==> src/rtl/seq_cmp_pkg.sv <==
// Shared definitions for the sequential magnitude comparator slice.
// Holds the FSM state encoding and a helper for sizing the digit counter.
package seq_cmp_pkg;

  localparam logic [1:0] ST_IDLE = 2'd0;
  localparam logic [1:0] ST_SCAN = 2'd1;
  localparam logic [1:0] ST_DONE = 2'd2;

  // A single-digit operand still needs a 1-bit counter so the register exists.
  function automatic int cntWidth(input int digits);
    return (digits > 1) ? $clog2(digits) : 1;
  endfunction

endpackage

==> src/rtl/comparator2bit.sv <==
// Combinational 2-bit unsigned magnitude comparator.
// Exactly one of the three flags is high for any input pair.
module comparator2bit (
  input  logic [1:0] A,
  input  logic [1:0] B,
  output logic       A_gt_B,
  output logic       A_eq_B,
  output logic       A_lt_B
);

  assign A_gt_B = (A > B);
  assign A_eq_B = (A == B);
  assign A_lt_B = (A < B);

endmodule

==> src/rtl/seq_magnitude_comparator.sv <==
// Multi-cycle unsigned magnitude comparator.
// Walks the operands two bits per cycle from the most significant digit,
// stopping at the first digit pair that differs, and returns one-hot
// gt/eq/lt flags over a valid/ready output handshake.
module seq_magnitude_comparator
  import seq_cmp_pkg::*;
#(
  parameter int WIDTH = 8
) (
  input  logic             clk,
  input  logic             rst,
  input  logic             in_valid,
  output logic             in_ready,
  input  logic [WIDTH-1:0] a,
  input  logic [WIDTH-1:0] b,
  output logic             out_valid,
  input  logic             out_ready,
  output logic             a_gt_b,
  output logic             a_eq_b,
  output logic             a_lt_b
);

  localparam int DIGITS = WIDTH / 2;
  localparam int CNT_W  = cntWidth(DIGITS);

  logic [1:0]       r_state;
  logic [WIDTH-1:0] r_sa;
  logic [WIDTH-1:0] r_sb;
  logic [CNT_W-1:0] r_cnt;
  logic             r_gt;
  logic             r_eq;
  logic             r_lt;

  logic             w_digGt;
  logic             w_digEq;
  logic             w_digLt;

  // The top digit of the shift registers is always the one under comparison.
  comparator2bit u_cmp (
    .A      (r_sa[WIDTH-1 -: 2]),
    .B      (r_sb[WIDTH-1 -: 2]),
    .A_gt_B (w_digGt),
    .A_eq_B (w_digEq),
    .A_lt_B (w_digLt)
  );

  assign in_ready  = (r_state == ST_IDLE) && !rst;
  assign out_valid = (r_state == ST_DONE);
  assign a_gt_b    = r_gt;
  assign a_eq_b    = r_eq;
  assign a_lt_b    = r_lt;

  // FSM: accept in IDLE, scan digits MSB-first in SCAN, hold the result in DONE.
  always_ff @(posedge clk) begin
    if (rst) begin
      r_state <= ST_IDLE;
      r_sa    <= '0;
      r_sb    <= '0;
      r_cnt   <= '0;
      r_gt    <= 1'b0;
      r_eq    <= 1'b0;
      r_lt    <= 1'b0;
    end else begin
      case (r_state)
        ST_IDLE: begin
          if (in_valid) begin
            r_sa    <= a;
            r_sb    <= b;
            r_cnt   <= CNT_W'(DIGITS - 1);
            r_state <= ST_SCAN;
          end
        end
        ST_SCAN: begin
          if (!w_digEq) begin
            r_gt    <= w_digGt;
            r_lt    <= w_digLt;
            r_eq    <= 1'b0;
            r_state <= ST_DONE;
          end else if (r_cnt == '0) begin
            r_gt    <= 1'b0;
            r_lt    <= 1'b0;
            r_eq    <= 1'b1;
            r_state <= ST_DONE;
          end else begin
            r_sa  <= r_sa << 2;
            r_sb  <= r_sb << 2;
            r_cnt <= r_cnt - 1'b1;
          end
        end
        ST_DONE: begin
          if (out_ready) begin
            r_state <= ST_IDLE;
          end
        end
        default: begin
          r_state <= ST_IDLE;
        end
      endcase
    end
  end

endmodule

==> config.mk <==
export PLATFORM = sky130hd
export DESIGN_NAME = seq_magnitude_comparator
export DESIGN_NICKNAME = d
export VERILOG_FILES = /design/src/rtl/seq_cmp_pkg.sv /design/src/rtl/comparator2bit.sv /design/src/rtl/seq_magnitude_comparator.sv
export SDC_FILE = /design/constraint.sdc
export NUM_CORES = 1
export LEC_CHECK = 0
export CAP_MARGIN = 20
export CORE_MARGIN = 8
export CORE_UTILIZATION = 45
export CTS_BUF_LIST = sky130_fd_sc_hd__clkbuf_8
export CTS_CLUSTER_DIAMETER = 100
export DETAILED_ROUTE_END_ITERATION = 16
export GPL_TIMING_DRIVEN = 1
export PLACE_DENSITY = 0.77
export SKIP_LAST_GASP = 1
export SLEW_MARGIN = 0
export SYNTH_ARGS = -nofsm -noshare
export SYNTH_HDL_FRONTEND = slang
export SYNTH_HIERARCHICAL = 1
export SYNTH_SLANG_ARGS = --single-unit
==> constraint.sdc <==
create_clock -name clk -period 2 [get_ports clk]
set_input_delay 0.3 -clock clk [delete_from_list [all_inputs] [get_ports clk]]
set_output_delay 0.3 -clock clk [all_outputs]
set_load 0.01 [all_outputs]
==> impl_metrics.yaml <==
grt:
  gr-usage-all-layers_pct: 12.5
  grt_pass1_wl_mm: 4.55
  antenna_found_initial: 0
  grt_pass1_vias: 1041
  overflow: 0
  grt_max_degree: 24
power_and_ir_drop:
  p_leak_nw: 0.514
  p_total_mw: 1.20
  combPwrFrac_pct: 31.1
  power.internal_mw: 0.829
  pwr-share-seq_pct: 45.5
  switchingPower_mw: 0.373
  clockPowerShare_pct: 23.4
  p_sw_share_pct: 31.0
  ir_drop_v: 0.000616
  power_density_mw_per_mm2: 821
synth:
  synthCells: 133
  yosys.cell_types.count: 29
  syn_area_per_cell_sq_um: 8.84
  synth_fa_ha_area_share_pct: 3.19
  synth-simple-area-share_pct: 21.3
  synthMuxAreaShare_pct: 0
  ys_seq_area_share_pct: 39.1
  syn_area_sq_mm: 0.00118
  syn_nets: 156
  synth_seq_cells: 23
  synth_xor_area_share_pct: 0
  ys_warn_count: 6
  synth-compound-area-share_pct: 28.7
  synth_top_family_by_area: "compound AO/OA/AOI/OAI gates"
final_layout:
  final_common_cell: "clkdlybuf4s50_1"
  fin_nets: 179
  multi_input_area_sq_um: 626
  drive_above_1_share_pct: 14.2
  final_area_sq_mm: 0.00147
  final_cell_mix: "clkdlybuf4s50_1 (24), dfxtp_1 (23), a21oi_1 (19)"
  fill_cells: 241
  area_growth_pct: 24.6
  seqCellArea_sq_um: 460
  diodes: 0
detailed_routing:
  firstDrtPassIters: 4
  antenna_left: 0
  m1WireLength_mm: 1.20
  met3RoutedLength_um: 165
  drt_iter0_markers: 31
  routed.top_layer: "met4"
  drcViolationCount: 0
  vias_per_cell: 5.66
  wire_per_inst_um: 14.8
  finalWirelength_mm: 2.75
  routed-via-count: 1047
  wl_met2_mm: 1.37
timing:
  period_needed_ns: 1.89
  setup_viol: 0
  tns_ns: 0
  finalHoldViolCount: 0
  slew_headroom_pct: 69.2
  fmax_ghz: 0.530
  rsz0062_at_grt: "no"
  tightest_slew_ns: 0.461
  finalClockSkew_ns: 0.00375
  finalCritPeriodShare_pct: 94.3
  finalMaxSlewViolations: 0
clocking:
  cts-resized-gates: 0
  insertion_delay_ns: 0.26
  cts_buffers: 3
  cts.sinks: 23
  clk_pin_slew_ns: 0.08
  cts_root_buf: "clkbuf_8"
  htreeDepth: 1
  clock_path_buffers: 2
  cts_tree: "yes"
  post-cts-setup-buffer-count: 0
  cts_hold_buf: 0
floorplanning:
  fp.coreArea_sq_mm: 0.00248
  die_y_um: 67.1
  pin_count: 25
  rows: 18
  fp.dieW_um: 67.1
  initial_core_util_pct: 47.5
  design.die.area_sq_mm: 0.00451
run_status:
  outcome: "finished clean"
setup_path:
  required_ns: 1.70
  crit_path_start_kind: "input pin"
  cp_max_fo: 2
  crit_arrival_ns: 1.59
  end_kind: "output port"
  worstSetupPathType: "in -> out"
placed_design:
  placed_area_sq_mm: 0.00142
  gp_congestion: 0.699
  port_buffers: 24
  post-dp-hpwl_mm: 2.01
run:
  maxCapViolCount: 0
min_path:
  hp-class: "reg -> reg"
-- path summary, 6_finish.rpt --
path,from,cells after the start,endpoint,slack [ns]
hold reg to reg,r_sb[0]$_SDFFE_PP0P_,2,r_sb[0]$_SDFFE_PP0P_,0.48
setup reg to reg,r_sb[7]$_SDFFE_PP0P_,6,r_cnt[0]$_SDFFE_PP0P_,0.23
setup / recovery,rst,3,in_ready,0.11
hold / removal,r_sb[0]$_SDFFE_PP0P_,2,r_sb[0]$_SDFFE_PP0P_,0.48
-- critical path, stage by stage --
cell and delay [ns]:
clkdlybuf4s50_1 0.42, nor3_1 0.26, clkdlybuf4s50_1 0.60
-- synthesized netlist by cell type --
cell type,n,area [sq um]
buf_4,2,15.0
nand3_1,4,20.0
or3b_1,1,8.76
nor2_2,1,6.26
nor3b_4,1,18.8
nor3b_2,1,12.5
nand4bb_1,1,11.3
and2_1,1,6.26
nor3_1,14,70.1
dfxtp_1,23,460
a31oi_1,1,6.26
inv_1,7,26.3
o2bb2ai_1,1,8.76
a211oi_1,4,30.0
and4bb_2,1,12.5
nor2_1,2,7.51
nand3b_1,1,7.51
and2_4,1,8.76
a21oi_1,19,95.1
nand2_1,6,22.5
a211oi_2,9,113
ha_1,3,37.5
buf_2,3,15.0
a221oi_2,1,15.0
clkbuf_1,3,11.3
nand2b_1,3,18.8
buf_6,2,22.5
o21ai_1,14,70.1
nor2b_1,3,18.8
-- through the flow --
step                worst slack, ns  std cells  util [%]  hold WS, ns
floorplan                     0.440        133         -        0.372
global placement              0.102        181      57.3        0.463
detailed placement            0.132        181      57.3        0.473
CTS                           0.110        185      59.1        0.485
global route                 0.0355        185      59.1        0.508
finish                        0.114        185      59.1        0.485
-- flip-flops by register name, indices dropped and copies added (netlist names) --
register,cells
a_eq_b,1
a_gt_b,1
a_lt_b,1
r_cnt,2
r_sa,8
r_sb,8
r_state,2
-- cell families (layout without fill, tap and decap cells) --
family | count (synthesis) | in the layout
AND/OR/NAND/NOR | 41 | 41
flip-flops | 23 | 23
AO/OA/AOI/OAI | 49 | 49
buffers and inverters | 17 | 39
adder cells (fa/ha/maj) | 3 | 3
-- per-layer routing --
metal	up-vias	track usage, %
met3	2	3.36
met4	0	3.66
met5	-	0
met2	28	22.0
li1	521	-
met1	496	14.5
-- power by group through the flow --
stage               Clock, mW  Sequential, mW  Combinational, mW
finish                  0.282           0.547              0.374
global route            0.307           0.552              0.414
CTS                     0.290           0.546              0.375
detailed placement          0           0.557              0.373
global placement            0           0.553              0.361
floorplan                   0           0.550              0.272
-- area by class of cell --
cell class	instances	share of cell area, %
clock buffer	3	2.82
clock inverter	1	0.256
inverter	7	1.79
multi-input combinational	93	42.7
sequential	23	31.4
tap	30	2.56
timing repair buffer	28	18.4
Power figures use the tool's default switching activity.
